**src/rtl/volume_gain_apply.sv**
```systemverilog
// volume_gain_apply: ramps a thermometer-coded volume level one step per sample and
// scales each sample by level/8 using a 4-cycle shift-and-add multiplier.
module volume_gain_apply #(
    parameter int W = 16
) (
    input  logic         Clk,
    input  logic         RST,
    input  logic [7:0]   vol_therm,
    input  logic [W-1:0] in_sample,
    input  logic         in_valid,
    output logic         in_ready,
    output logic [W-1:0] out_sample,
    output logic         out_valid,
    input  logic         out_ready,
    output logic [3:0]   cur_level,
    output logic         therm_err
);
    typedef enum logic [1:0] {IDLE, MUL, FIN, HOLD} state_t;

    state_t              state_q, state_d;
    logic [3:0]          cur_level_q, cur_level_d, target_q, target_d, lvl_q, lvl_d;
    logic [W-1:0]        smp_q, smp_d, out_q, out_d;
    logic signed [W+3:0] acc_q, acc_d, ext, shr;
    logic [1:0]          idx_q, idx_d;
    logic                therm_err_q, therm_err_d, legal;

    always_comb begin
        // a legal code is a contiguous run of ones from bit 0, so v & (v+1) clears it
        legal       = (vol_therm & (vol_therm + 8'd1)) == 8'd0;
        target_d    = legal ? 4'($countones(vol_therm)) : target_q;
        therm_err_d = !legal;
        ext         = $signed(smp_q);
        shr         = acc_q >>> 3;
        state_d     = state_q;
        cur_level_d = cur_level_q;
        lvl_d       = lvl_q;
        smp_d       = smp_q;
        acc_d       = acc_q;
        idx_d       = idx_q;
        out_d       = out_q;
        case (state_q)
            IDLE: if (in_valid) begin
                smp_d       = in_sample;
                lvl_d       = cur_level_q;
                acc_d       = '0;
                idx_d       = '0;
                state_d     = MUL;
                cur_level_d = cur_level_q < target_q ? cur_level_q + 4'd1 :
                              cur_level_q > target_q ? cur_level_q - 4'd1 : cur_level_q;
            end
            MUL: begin
                acc_d   = lvl_q[idx_q] ? acc_q + (ext <<< idx_q) : acc_q;
                idx_d   = idx_q + 2'd1;
                state_d = idx_q == 2'd3 ? FIN : MUL;
            end
            FIN: begin
                out_d   = shr[W-1:0];
                state_d = HOLD;
            end
            HOLD: state_d = out_ready ? IDLE : HOLD;
            default: state_d = IDLE;
        endcase
    end

    always_ff @(posedge Clk) begin
        if (RST) begin
            state_q     <= IDLE;
            cur_level_q <= '0;
            target_q    <= '0;
            lvl_q       <= '0;
            smp_q       <= '0;
            acc_q       <= '0;
            idx_q       <= '0;
            out_q       <= '0;
            therm_err_q <= 1'b0;
        end else begin
            state_q     <= state_d;
            cur_level_q <= cur_level_d;
            target_q    <= target_d;
            lvl_q       <= lvl_d;
            smp_q       <= smp_d;
            acc_q       <= acc_d;
            idx_q       <= idx_d;
            out_q       <= out_d;
            therm_err_q <= therm_err_d;
        end
    end

    assign in_ready   = state_q == IDLE;
    assign out_valid  = state_q == HOLD;
    assign out_sample = out_q;
    assign cur_level  = cur_level_q;
    assign therm_err  = therm_err_q;
endmodule
```
**config.mk**
```make
export PLATFORM = sky130hd
export DESIGN_NAME = volume_gain_apply
export DESIGN_NICKNAME = d
export VERILOG_FILES = /design/src/rtl/volume_gain_apply.sv
export SDC_FILE = /design/constraint.sdc
export NUM_CORES = 1
export LEC_CHECK = 0
export ABC_CLOCK_PERIOD_IN_PS = 6640
export BUFFER_PORTS_ARGS = -buffer_cell sky130_fd_sc_hd__buf_2
export CORE_ASPECT_RATIO = 2
export CORE_UTILIZATION = 45
export CTS_CLUSTER_DIAMETER = 120
export DETAILED_ROUTE_END_ITERATION = 8
export GPL_ROUTABILITY_DRIVEN = 0
export SYNTH_ARGS = -nofsm -noshare
export SYNTH_HDL_FRONTEND = slang
export SYNTH_SLANG_ARGS = --single-unit
```
**constraint.sdc**
```tcl
create_clock -name Clk -period 6.64 [get_ports Clk]
set_input_delay 0.996 -clock Clk [delete_from_list [all_inputs] [get_ports Clk]]
set_output_delay 0.996 -clock Clk [all_outputs]
set_load 0.02 [all_outputs]
```
After elaboration in Yosys (flattened, before gate mapping)
Cells that the tools add are included.

Register bits: 69. Bits in latches: 0. RAM bits: 0. Bits in read-only memories: 0. Input port bits: 28. Output and inout port bits: 23. Word-level logic and storage cells: 54. Memories kept: 0.

Add/sub/neg operators: 12. Multipliers: 0. Div/mod/pow operators: 0. Order comparisons: 3. Eq/ne operators: 6. Shifts and indexed selects: 1. Mux-type cells: 13. Bitwise operators: 1. Reduce and logical (&&, ||, !) cells: 9.

Operators with widths (count): $mux W20 (2); $pmux W20 S2 (1); $add A20 B20 Y20 (1); $sshl A16 B2 Y20 (1); $add A1 B1 Y2 (4); $add A8 B1 Y8 const B (1); $and A8 B8 Y8 (1); $logic_not A8 Y1 (1); $mux W2 (4); $mux W4 (2); $pmux W2 S4 (1); $add A2 B2 Y3 (2); $eq A2 B2 Y1 const B (3); $reduce_and A3 Y1 (2); $add A3 B3 Y4 (1); $add A4 B1 Y4 const B (1); $gt A4 B4 Y1 (1); $lt A4 B4 Y1 (1); $ne A2 B2 Y1 const B (2); $pmux W2 S2 (1); $reduce_and A2 Y1 (2); $reduce_bool A2 Y1 (2); $sub A4 B1 Y4 const B (1); $lt A2 B3 Y1 const B (1); 6 further kinds (6).

Longest topological paths before layout
Depth after elaboration: 4. Depth in mapped cells: 13. Gate-level depth less buffers: 13.

Worst setup path after synthesis
OpenSTA, ideal clock, no wires.

Path type: input to register. Start point: input vol_therm[0]. End point: register target_q[1]. Library setup time: 0.070 ns. Data arrival time: 3.528 ns. Data required time: 6.570 ns. Slack: 3.042 ns. Stages on the path: 10. Path through: fa_1 -> inv_1 -> fa_1 -> fa_1 -> inv_1 -> ha_1 -> inv_1 -> fa_1 -> or2_2 -> a21oi_1.

Word-level cells in the longest chain between the ends: 3.

Ends and longest elaborated chain: start, declared (line 8) `input logic [7:0] vol_therm,`; $add A8 B1 Y8 or $add A1 B1 Y2 (tied branches) (line 29, 30); $and A8 B8 Y8 or $add A2 B2 Y3 (tied branches) (line 29, 30); $logic_not A8 Y1 or $add A3 B3 Y4 (tied branches) (line 29, 30); end signal, assigned (line 79) `target_q <= target_d;`; end, declared (line 21) `logic [3:0] cur_level_q, cur_level_d, target_q, target_d, lvl_q, lvl_d;`.

Parallel ways exist; a longest one is shown, timed or not. A chain may end at the register's enable or synchronous reset.

Worst setup path in the final report
Start point: register idx_q[0]. End point: register acc_q[14].

Word-level cells in the longest chain between the ends: 4.

Ends and longest elaborated chain: start, declared (line 24) `logic [1:0] idx_q, idx_d;`; start signal, assigned (line 83) `idx_q <= idx_d;`; $sshl A16 B2 Y20 or $bmux W1 S2 (tied branches) (line 52) `acc_d = lvl_q[idx_q] ? acc_q + (ext <<< idx_q) : acc_q;`; $add A20 B20 Y20 or $mux W1 (tied branches) (line 52); $mux W20 or $ne A2 B2 Y1 (tied branches); $pmux W20 S2 or $reduce_and A3 Y1 (tied branches); end signal, assigned (line 72) `acc_q <= '0;`; end signal, assigned (line 82) `acc_q <= acc_d;`; end, declared (line 23) `logic signed [W+3:0] acc_q, acc_d, ext, shr;`.

Parallel ways exist; a longest one is shown, timed or not. The select of a mux whose other input is x is not followed.

==> summary.txt <==
Status
  • Status: completed

Yosys
  • Post-synthesis sequential area ratio: 33.5%
  • Top FF cell, synth: dfxtp_1
  • Syn avg cell area: 8.35 um2
  • Top post-synthesis cells by area: dfxtp_1 (34%), ha_1 (9.2%), a21oi_1 (9.1%)
  • Synth area leader: dfxtp_1
  • Synth top area share: 33.5%
  • EDFF count, synth: 0
  • Netlist cell types: 53
  • Synth Cell Area: 0.00406 mm2
  • Synthesis Warnings: 0
  • Syn Nets: 550
  • Async S/R FF share, synth: 0%
  • Synth Instances: 486
  • Synthesis-stage register bit count: 68

Clocking
  • Hold-fix buffers, CTS: 0
  • CTS sink count: 68
  • CTS clk-pin slew, worst paths: 0.06 ns
  • Post-CTS Resized: 0
  • Root buf cell: clkbuf_16
  • CTS tree: yes
  • # H-tree levels: 3
  • Clock latency on the worst-skew pair: 0.33 ns
  • CTS buffer count: 9
  • Post CTS Setup Buffer Count: 0
  • Max Buffers Root-to-Sink: 2

Critical path
  • Req. time, crit path: 6.87 ns
  • Worst Setup Start Kind: flop
  • End point of the critical path: acc_q[14]
  • Worst R2R Start: idx_q[0]
  • R2r setup slk: 2.91 ns
  • Crit-path max FO: 23
  • WP data arrival: 3.96 ns
  • Critical path type: flop to flop
  • Stages on the worst setup path: 9
  • Worst R2R End: acc_q[14]
  • Critical-path top delay cell: dfxtp_1
  • Crit-path cells: mux4_2, ha_1, and3_2, a221oi_2, a31o_2, o41ai_1, a21o_1, xor2_1, a22o_1
  • Cell family with most CP delay: compound AO/OA/AOI/OAI gates
  • Largest stage delay on the critical path: 1.06 ns
  • Worst Path Buf+Inv: 0
  • Worst setup startpoint: idx_q[0]
  • Worst setup EP type: flop
  • R2R depth: 9

Global route
  • Global Route met3 Usage: 3.71%
  • Gr busiest metal: met2
  • Remaining Overflow, GRT: 0
  • Gr usage total: 20.7%
  • GR Layer Usage met1: 18.7%
  • First-pass GRT wire length: 15200 um
  • Largest net degree at the start of global routing: 60
  • Vias in the first global route: 3314
  • Met2 Usage GRT: 42.4%
  • Antenna violations before repair: 0

Detailed routing
  • Final ANT Viol Nets: 0
  • WL/cell: 14.5 um
  • Vias post-DR: 3478
  • DR iter-0 viols: 126
  • Residual DRC: 0
  • TritonRoute pass-1 iters: 4
  • Via/cell ratio: 5.53
  • Routed wire length: 9140 um

Placed design
  • Dpl cells: 614
  • DP HPWL: 7060 um
  • Placed Area: 0.00434 mm2
  • IO buf count: 50

Die
  • Total core area: 0.00871 mm2
  • Row cnt: 48
  • IO Pins: 51
  • Die Ht: 136 um
  • Die area: 0.00943 mm2
  • Die Width: 69.2 um
  • Initial core utilization: 46.6%

Final layout
  • Post-Layout Inst Area: 0.00460 mm2
  • Share of cells above drive strength 1: 16.1%
  • Nets@finish: 589
  • Diode count: 0
  • Most common cell after layout, fill and taps aside: nand2_1
  • Final Non-Filler Cells: 629
  • Fillers: 833
  • Leading cell types in the layout, fill and taps excluded: nand2_1 (95), a21oi_1 (74), dfxtp_1 (68)
  • P&R area growth vs syn: 13.3%

Pwr
  • Cell Pwr Density: 241 mW/mm2
  • Pleak: 0.00200 uW
  • IR drop worst, VDD: 0.000160 V

Timing
  • Final Critical Period: 3.73 ns
  • Max-slew violations: 0
  • Worst Skew: 0.00654 ns
  • Worst-Margin Slew: 1.12 ns
  • Headroom to the max-slew limit: 25.4%
  • Final Hold Fails: 0
  • Final setup fails: 0
  • Sum Neg Setup Slack: 0 ns
  • RSZ-0062 raised after global routing: no
  • Period Utilization, post-route: 56.2%
  • Fmax: 268 MHz

Flow run
  • Total of max-cap violations: 0

Min path
  • Hold Path Class: flop to flop
[stage by stage]
step	hold slack, ns	setup WS (ns)	util [%]	total power [uW]
2_1_floorplan	0.432	3.04	-	644
3_3_place_gp	0.439	2.85	49.8	697
3_5_place_dp	0.442	2.78	49.8	704
4_1_cts	0.450	2.86	52.8	1130
5_1_grt	0.472	2.67	52.8	1180
6_report	0.447	2.91	52.8	1110
[report_power, final]
part	total (uW)	internal, uW	switching [uW]
clock	417	248	169
combinational	235	106	129
sequential	456	427	28.9
[final cells by class]
class / instances / area, um2 / area share (%)
clock buffer: 10 / 229 / 4.98
clock inverter: 5 / 30.0 / 0.653
tap: 100 / 125 / 2.72
timing repair buffer: 52 / 265 / 5.77
sequential: 68 / 1360 / 29.6
inverter: 23 / 86.3 / 1.88
multi-input combinational: 371 / 2500 / 54.4
[per-layer routing]
layer,wire length (um),vias up
met5,0,-
met4,246,0
met3,203,16
met2,5430,56
met1,3260,1635
li1,-,1771
[registers in the layout, indices dropped and copies added, names as in the netlist]
register	count
target_q	4
acc_q	19
out_sample	16
cur_level	4
state_q	2
therm_err	1
lvl_q	4
smp_q	16
idx_q	2
[worst min-delay path: stages (launching register included)]
cell and delay [ns]:
dfxtp_1 0.30, nand2_1 0.05, a21oi_1 0.05
[cell usage after synthesis (8+ instances only)]
| library cell | n |
|---|---|
| a22o_1 | 8 |
| mux4_2 | 10 |
| xnor2_1 | 10 |
| nand2_1 | 95 |
| mux2i_1 | 10 |
| inv_1 | 23 |
| o21ai_0 | 9 |
| clkbuf_1 | 18 |
| xor2_1 | 8 |
| nand3_1 | 12 |
| ha_1 | 30 |
| nor2_1 | 30 |
| a21o_1 | 8 |
| dfxtp_1 | 68 |
| a21oi_1 | 74 |
[worst min path at each step]
stage	slack, ns	from	depth (start not counted)	to
after global placement	0.44	out_sample[7]	2	out_sample[7]
after CTS	0.45	out_sample[15]	2	out_sample[15]
final	0.45	out_sample[15]	2	out_sample[15]
after floorplan	0.43	target_q[3]	2	target_q[3]
after global routing	0.47	out_sample[8]	2	out_sample[8]
after detailed placement	0.44	acc_q[18]	2	out_sample[15]
[logic make-up after synthesis]
group / synth area share (%)
compound gates: 18.5
xor+xnor: 3.88
fa+ha+maj: 12.2
buf+inv: 4.87
flops: 33.5
mux: 8.29
simple gates: 18.7
(Power assumes the default switching activity.)
